==> src/rtl/wb_select_reg_pkg.sv <==
// ----------------------------------------------------------------------------
// wb_select_reg_pkg : shared CPU constants for writeback select / load align
// Revision 1.0
// ----------------------------------------------------------------------------
`default_nettype none

package wb_select_reg_pkg;

  localparam logic [1:0] LD_BYTE = 2'd0;
  localparam logic [1:0] LD_HALF = 2'd1;
  localparam logic [1:0] LD_WORD = 2'd2;

  localparam int WB_SRC_ALU  = 0;
  localparam int WB_SRC_MEM  = 1;
  localparam int WB_SRC_LINK = 2;
  localparam int WB_SRC_LUI  = 3;

  // Widen a byte (low 8 bits of lane) or a half lane to 32 bits.
  function automatic logic [31:0] ext_lane(input logic [15:0] lane,
                                           input logic        is_half,
                                           input logic        is_unsigned);
    logic [31:0] r;
    if (is_half) r = {{16{!is_unsigned & lane[15]}}, lane};
    else         r = {{24{!is_unsigned & lane[7]}}, lane[7:0]};
    return r;
  endfunction

endpackage

`default_nettype wire

==> src/rtl/wb_select_reg_load_align.sv <==
// ----------------------------------------------------------------------------
// load_align : little-endian sub-word load extraction and misalign detection
// Revision 1.0
// ----------------------------------------------------------------------------
`default_nettype none

module load_align
  import wb_select_reg_pkg::*;
(
  input  logic [31:0] data_i,
  input  logic [1:0]  ld_size_i,
  input  logic        ld_unsigned_i,
  input  logic [1:0]  addr_lo_i,
  output logic [31:0] data_o,
  output logic        misalign_o
);

  logic [7:0]  w_byte;
  logic [15:0] w_half;

  always_comb begin
    w_byte     = data_i[{addr_lo_i, 3'b000} +: 8];
    w_half     = addr_lo_i[1] ? data_i[31:16] : data_i[15:0];
    data_o     = data_i;
    misalign_o = 1'b0;
    case (ld_size_i)
      LD_BYTE: data_o = ext_lane({8'h00, w_byte}, 1'b0, ld_unsigned_i);
      LD_HALF: begin
        data_o     = ext_lane(w_half, 1'b1, ld_unsigned_i);
        misalign_o = addr_lo_i[0];
      end
      // Sizes 2 and 3 are both full-word loads.
      default: misalign_o = |addr_lo_i;
    endcase
  end

endmodule

`default_nettype wire

==> src/rtl/wb_select_reg.sv <==
// ----------------------------------------------------------------------------
// wb_select_reg : N-way writeback select, MEM/WB register and retire counter
// Revision 1.0
// ----------------------------------------------------------------------------
`default_nettype none

module wb_select_reg
  import wb_select_reg_pkg::*;
#(
  parameter int DATA_W  = 32,
  parameter int NSRC    = 4,
  parameter int SEL_W   = $clog2(NSRC),
  parameter int MEM_SRC = WB_SRC_MEM,
  parameter int RADDR_W = 5,
  parameter int CNT_W   = 32
) (
  input  logic                   clk,
  input  logic                   rst_n,
  input  logic                   in_valid,
  output logic                   in_ready,
  input  logic                   stall,
  input  logic                   flush,
  input  logic [NSRC*DATA_W-1:0] src_data,
  input  logic [SEL_W-1:0]       src_sel,
  input  logic [1:0]             ld_size,
  input  logic                   ld_unsigned,
  input  logic [1:0]             addr_lo,
  input  logic                   rd_we,
  input  logic [RADDR_W-1:0]     rd_addr,
  output logic                   wb_valid,
  output logic                   wb_we,
  output logic [RADDR_W-1:0]     wb_addr,
  output logic [DATA_W-1:0]      wb_data,
  output logic                   wb_misalign,
  output logic [CNT_W-1:0]       retire_cnt
);

  logic              w_acc;
  logic              w_is_mem;
  logic [DATA_W-1:0] w_sel_data;
  logic [DATA_W-1:0] w_aligned;
  logic              w_mis_raw;
  logic [DATA_W-1:0] w_data;
  logic              w_mis;
  logic              w_we;

  logic               valid_q, valid_d;
  logic               we_q,    we_d;
  logic               mis_q,   mis_d;
  logic [RADDR_W-1:0] addr_q,  addr_d;
  logic [DATA_W-1:0]  data_q,  data_d;
  logic [CNT_W-1:0]   cnt_q,   cnt_d;

  assign in_ready = !stall;
  assign w_acc    = in_valid & !stall & !flush;
  assign w_is_mem = (src_sel == SEL_W'(MEM_SRC));

  // Selects beyond NSRC match no source and yield zero.
  always_comb begin
    w_sel_data = '0;
    for (int k = 0; k < NSRC; k++) begin
      if (src_sel == SEL_W'(k)) w_sel_data = src_data[k*DATA_W +: DATA_W];
    end
  end

  load_align u_load_align (
    .data_i        (w_sel_data),
    .ld_size_i     (ld_size),
    .ld_unsigned_i (ld_unsigned),
    .addr_lo_i     (addr_lo),
    .data_o        (w_aligned),
    .misalign_o    (w_mis_raw)
  );

  assign w_data = w_is_mem ? w_aligned : w_sel_data;
  assign w_mis  = w_is_mem & w_mis_raw;
  assign w_we   = rd_we & (rd_addr != '0) & !w_mis;

  always_comb begin
    valid_d = w_acc;
    we_d    = w_acc & w_we;
    mis_d   = w_acc & w_mis;
    addr_d  = w_acc ? rd_addr : addr_q;
    data_d  = w_acc ? w_data  : data_q;
    cnt_d   = cnt_q + CNT_W'(valid_q);
  end

  always_ff @(posedge clk) begin
    if (!rst_n) begin
      valid_q <= 1'b0;
      we_q    <= 1'b0;
      mis_q   <= 1'b0;
      addr_q  <= '0;
      data_q  <= '0;
      cnt_q   <= '0;
    end else begin
      valid_q <= valid_d;
      we_q    <= we_d;
      mis_q   <= mis_d;
      addr_q  <= addr_d;
      data_q  <= data_d;
      cnt_q   <= cnt_d;
    end
  end

  assign wb_valid    = valid_q;
  assign wb_we       = we_q;
  assign wb_misalign = mis_q;
  assign wb_addr     = addr_q;
  assign wb_data     = data_q;
  assign retire_cnt  = cnt_q;

endmodule

`default_nettype wire

==> config.mk <==
export PLATFORM = sky130hd
export DESIGN_NAME = wb_select_reg
export DESIGN_NICKNAME = d
export VERILOG_FILES = /design/src/rtl/wb_select_reg_pkg.sv /design/src/rtl/wb_select_reg_load_align.sv /design/src/rtl/wb_select_reg.sv
export SDC_FILE = /design/constraint.sdc
export NUM_CORES = 1
export LEC_CHECK = 0
export ABC_AREA = 1
export BUFFER_PORTS_ARGS = -buffer_cell sky130_fd_sc_hd__buf_2
export CAP_MARGIN = 20
export CORE_ASPECT_RATIO = 1.75
export CORE_UTILIZATION = 35
export DETAILED_ROUTE_END_ITERATION = 6
export RECOVER_POWER = 100
export SYNTH_ARGS = -nofsm -noshare
export SYNTH_HDL_FRONTEND = slang
export SYNTH_SLANG_ARGS = --single-unit
==> constraint.sdc <==
create_clock -name clk -period 2.6 [get_ports clk]
set_input_delay 0.52 -clock clk [delete_from_list [all_inputs] [get_ports clk]]
set_output_delay 0.52 -clock clk [all_outputs]
set_load 0.01 [all_outputs]
==> flow_summary.yaml, run 1 <==
cts:
  cts_made_buffers: 9
  h-tree-depth: 3
  clockBufferDepth: 2
  root_buffer: "clkbuf_16"
  cts_hold_buf: 0
  post_cts_resized: 0
  cts_sinks: 72
  clk_pin_slew_ns: 0.06
  cts_setup_buffers: 0
  cts_tree: "yes"
  clock_latency_ns: 0.33
synthesis:
  synth_compound_area_share_pct: 17.81
  synth_mux_area_share_pct: 0
  synth_xor_area_share_pct: 0.9361
  synth_adder_area_share_pct: 0.5349
  yosys.cell_types.count: 34
  ys_ff_latch: 72
  yosysWarnings: 0
  yosysTopAreaCell: "dfxtp_1"
  synth_edf_count: 0
  netlist_area_um2: 4678
  synth_top_family_by_area: "simple AND/OR/NAND/NOR gates"
  syn_avg_cell_area_um2: 5.922
  synth_area_leaders: "dfxtp_1 31%, nand2_1 18%, a21oi_1 8.0%"
  netlist_instances: 790
  yosysSeqAreaShare_pct: 30.81
  synth_top_area_share_pct: 30.81
  synthArstFlopShare_pct: 0
  synth_fp_nets: 938
  yosys.area_share.simple_pct: 39.21
  synth_flop_cell: "dfxtp_1"
critical_path:
  cp-end-kind: "flip-flop"
  cp-startpoint: "wb_valid"
  required_ns: 2.81
  worstReg2RegStart: "wb_valid"
  path_max_fanout: 8
  critPathArrivalTime_ns: 2.36
  slowest_delay_ns: 0.33
  worstSetupPathType: "flip-flop to flip-flop"
  crit_chain: "ha_1 > nand3_1 > nor2_1 > nand2_1 > nor2_1 > nand2_1 > nor2_2 > nand2_1 > nor2_1 > xnor2_1 > nor2_1"
  cpMaxStageDelayCell: "dfxtp_1"
  cp-start-kind: "flip-flop"
  cpMostUsedCell: "nor2_1"
timing:
  fin_worst_skew_ns: 0.006468
  hold_violations: 0
  fmax_mhz: 466.0
  min_period_ns: 2.146
  slew_viol_final: 45
  finalCritPeriodShare_pct: 82.54
  rsz0062_at_grt: "false"
  fin_setup_tns_ns: 0
  worstMarginPinSlew_ns: 1.674
  slew_headroom_pct: -11.59
  finalSetupViolCount: 0
routing:
  antenna_left: 0
  vias_per_cell: 4.908
  drc: 0
  initialDrtViolationCount: 192
  first_pass_iters: 4
  num_vias: 5806
  wl_um: 17350
  avgRoutedWirePerCell_um: 14.67
global_route:
  grt_start_max_net_pins: 45
  antenna_found_initial: 0
  grt_busiest_layer: "met2"
  met2_usage_pct: 47.69
  grtUsageMet3_pct: 5.252
  grt_pass1_wl_um: 26500
  grt-ovfl-total: 0
  grt_pass1_vias: 5515
  track_usage_pct: 25.25
  use_met1_pct: 24.14
die:
  design.die.area_um2: 13850
  die_x_um: 89.40
  initial_utilization_pct: 35.97
  core_um2: 13010
  ios: 219
  die_h_um: 154.9
  rows: 55
power_and_ir_drop:
  power_density_nw_per_um2: 474.4
  swShare_pct: 27.93
  combPwrFrac_pct: 18.1
  p_sw_uw: 819.8
  p_leak_uw: 0.002906
  power_frac_clock_pct: 42.8
  power_frac_seq_pct: 39.1
  p_int_uw: 2115
  ir_drop_mv: 0.2359
outcome:
  outcome: "finished with violations"
  violations: "max-capacitance violations, max-slew violations"
final_layout:
  fill_cells: 1466
  postLayoutCoreUtil_pct: 47.57
  drive_gt1_share_pct: 19.76
  syn2layout_area_growth_pct: 32.25
  fin_nets: 1155
  n_antenna_cell: 0
worst_hold_path:
  min_from: "rd_addr[0]"
  hold_path_class: "primary input to flip-flop"
place:
  io_buffers: 218
  dp_hpwl_um: 14070
  place.gp.congestion: 0.8772
job:
  maxCapViolations: 1
registers in the layout, summed over array words and instances (netlist names):
register     flops
wb_addr          5
wb_data         32
wb_misalign      1
wb_we            1
wb_valid         1
retire_cnt      32
path summary, 6_finish.rpt:
| check | to | slack (ns) | depth (start not counted) |
|---|---|---|---|
| setup / recovery | retire_cnt[21] | 0.45 | 11 |
| setup reg to reg | retire_cnt[21] | 0.45 | 11 |
| hold reg to reg | wb_data[12] | 0.47 | 2 |
| hold / removal | wb_addr[0] | 0.43 | 3 |
per-layer routing:
layer | share of wire (%) | up-vias
met5 | 0 | -
met4 | 4.6 | 0
met3 | 5.5 | 44
met2 | 54 | 205
met1 | 36 | 2567
li1 | - | 2990
power groups by stage:
stage | Sequential [uW] | Combinational (uW) | Clock, uW
after CTS | 1150 | 543 | 1280
final | 1150 | 532 | 1260
after floorplan | 1180 | 281 | 0
after global routing | 1150 | 595 | 1340
after global placement | 1170 | 543 | 0
after detailed placement | 1170 | 541 | 0
synthesized netlist by cell type (6+ instances only):
| cell type | number |
|---|---|
| nand2_1 | 228 |
| inv_1 | 85 |
| a21oi_1 | 75 |
| o21ai_0 | 73 |
| dfxtp_1 | 72 |
| nand3_1 | 72 |
| nor2_1 | 67 |
| clkbuf_1 | 24 |
| or2_2 | 14 |
| nor3_1 | 12 |
| a31oi_1 | 7 |
| buf_2 | 7 |
| nand3b_1 | 7 |
| nand4_1 | 7 |
| nor4_1 | 6 |
kinds of logic after synthesis:
| kind of cell | Yosys count |
|---|---|
| flip-flops | 72 |
| XOR/XNOR | 5 |
| AO/OA/AOI/OAI | 162 |
| AND/OR/NAND/NOR | 424 |
| adder cells (fa/ha/maj) | 2 |
| buffers and inverters | 125 |
area by class of cell:
cell class | count | area (um^2) | share of cell area [%]
flip-flops and latches | 72 | 1441 | 23.30
inverters | 90 | 337.8 | 5.460
well taps | 171 | 214.0 | 3.458
repair buffers | 241 | 1157 | 18.71
clock inverters | 6 | 66.31 | 1.072
clock buffers | 10 | 239.0 | 3.862
multi-input cells | 593 | 2731 | 44.15
cell usage in the layout, fill, tap and decap left out, drive strengths merged:
master	synthesis	routed
a21o	1	1
ha	2	2
nand2	230	230
or2	15	15
o21ai	74	74
buf	11	163
nor2	71	71
nand3	73	73
a31oi	7	7
dfxtp	72	72
nand4	7	7
o22ai	1	1
and2	1	1
nor4	6	6
a21oi	75	75
xor2	2	2
nor3	12	12
xnor2	3	3
bufinv	0	1
and3	2	2
o31ai	1	1
o21a	3	3
inv	87	89
nand3b	7	7
clkbuf	24	88
clkinv	3	6
stage by stage:
step                      area [um^2]  setup slack (ns)  hold WS (ns)  std cells  power (uW)
after detailed placement         6001            0.4184        0.4557       1167        1711
after global routing             6187            0.2569        0.4293       1183        3085
after CTS                        6306            0.5021        0.4221       1183        2972
final                            6187            0.4541        0.4293       1183        2935
after global placement           6001            0.4203        0.4521       1167        1712
after floorplan                  4678            0.6620        0.4900        790        1464
critical path: cells and delay by family (launching register included):
family	cells	cell delay, ns
flip-flops	1	0.33
AND/OR/NAND/NOR	9	1.39
adder cells (fa/ha/maj)	1	0.17
XOR/XNOR	1	0.13
Note: power is estimated with default switching activity, not from simulation.
==> run 2, diff against run 1 <==
==> constraint.sdc (replaced) <==
create_clock -name clk -period 2.15 [get_ports clk]
set_input_delay 0.43 -clock clk [delete_from_list [all_inputs] [get_ports clk]]
set_output_delay 0.43 -clock clk [all_outputs]
set_load 0.01 [all_outputs]
==> run 2 against run 1 <==
Effect of this change:
- the run now ends clean
- sequential share of layout area down 0.16 points
- sequential power increased by 21%
- combinational power up 21%
- total power grew 21%
- global-route usage decreased by 0.11 points
- clock power grew 21%
==> flow_summary.yaml, run 2 (synthesis gave the netlist of run 1 again) <==
outcome:
  outcome: "finished, final reports clean"
final_layout:
  drive_gt1_share_pct: 20.87
  final_common_cell: "nand2_1"
  syn2layout_area_growth_pct: 33.19
  fin_nets: 1159
  final_cell_area_um2: 6231
  n_antenna_cell: 0
  final_cell_mix: "228 x nand2_1, 146 x buf_2, 85 x inv_1, 75 x a21oi_1, 74 x clkbuf_1"
job:
  maxCapViolations: 0
die:
  die_x_um: 89.40
  die_h_um: 154.9
  design.die.area_um2: 13850
  rows: 55
  ios: 219
  core_um2: 13010
  initial_utilization_pct: 35.97
timing:
  slew_viol_final: 0
  finalSetupViolCount: 0
  rsz0062_at_grt: "false"
  finalCritPeriodShare_pct: 90.38
  fmax_mhz: 514.6
  fin_worst_skew_ns: 0.01167
  min_period_ns: 1.943
  slew_headroom_pct: 42.63
  worstMarginPinSlew_ns: 0.8605
  hold_violations: 0
  fin_setup_tns_ns: 0
power_and_ir_drop:
  p_leak_uw: 0.002925
  ir_drop_mv: 0.4100
  power_density_nw_per_um2: 570.2
global_route:
  grt-ovfl-total: 0
  grt_start_max_net_pins: 45
  track_usage_pct: 25.14
  grt_pass1_vias: 5486
  grt_pass1_wl_um: 26460
  antenna_found_initial: 0
place:
  dp_hpwl_um: 14140
  dpl_cell_area_um2: 6043
  io_buffers: 218
  place.gp.congestion: 0.8923
cts:
  clockBufferDepth: 2
  clk_pin_slew_ns: 0.07
  root_buffer: "clkbuf_16"
  cts_made_buffers: 9
  h-tree-depth: 3
  cts_sinks: 72
  cts_hold_buf: 0
  clock_latency_ns: 0.33
  cts_tree: "yes"
critical_path:
  critPathArrivalTime_ns: 2.21
  cp-start-kind: "flip-flop"
  required_ns: 2.41
  cp-end-kind: "flip-flop"
  path_max_fanout: 3
  worstSetupPathType: "flip-flop to flip-flop"
routing:
  vias_per_cell: 4.890
  num_vias: 5805
  drc: 0
  first_pass_iters: 5
  wl_um: 17380
  antenna_left: 0
  initialDrtViolationCount: 236
  avgRoutedWirePerCell_um: 14.64
worst_hold_path:
  hold_path_class: "primary input to flip-flop"
run 2: final timing paths:
path                         end  depth (start not counted)  slack, ns   startpoint
setup / recovery  retire_cnt[24]                         11       0.21     wb_valid
hold / removal        wb_addr[3]                          3       0.34   rd_addr[3]
hold reg to reg      wb_data[12]                          2       0.47  wb_data[12]
setup reg to reg  retire_cnt[24]                         11       0.21     wb_valid
run 2: power by group:
group | internal, uW | switching [uW]
Clock | 910 | 611
Combinational | 254 | 390
Sequential | 1370 | 18.1
Total | 2530 | 1020
run 2: worst max-delay path, stage by stage (launching register included):
cell	delay [ns]
dfxtp_1	0.33
ha_1	0.17
ha_1	0.16
nand2_1	0.08
nor2_2	0.15
nand3_2	0.11
inv_1	0.09
nand2_1	0.08
nor2_1	0.14
nand4_1	0.14
or2_2	0.31
a21oi_1	0.11
run 2: repair_timing:
action / in CTS / in global routing
setup endpoints to repair: 0 / 3
buffers inserted: 0 / 0
gates resized for setup: 0 / 4
run 2: metal layers:
metal  vias to the layer above  global-route usage (%)  share of wire [%]  wire length (um)
li1                       3002                       -                  -                 -
met1                      2549                   24.54                 36              6238
met2                       221                   48.64                 55              9534
met3                        33                   4.881                5.6               979
met4                         0                   11.34                3.6               627
met5                         -                       0                  0                 0
run 2: stage by stage:
stage	total power (uW)	std cells	setup slack [ns]	hold slack, ns	utilization (%)
2_1_floorplan	1770	790	0.2120	0.4900	-
3_3_place_gp	2079	1171	0.1037	0.4524	46.46
3_5_place_dp	2077	1171	0.06335	0.4557	46.46
4_1_cts	3605	1187	0.04818	0.3338	48.81
5_1_grt	3727	1187	0.009190	0.3441	47.91
6_report	3553	1187	0.2068	0.3436	47.91
run 2: cell type report:
class	instances	area, um^2
inverters	90	337.8
repair buffers	245	1189
flip-flops and latches	72	1441
fillers	1488	6775
clock inverters	7	80.08
well taps	171	214.0
multi-input cells	593	2744
clock buffers	9	225.2
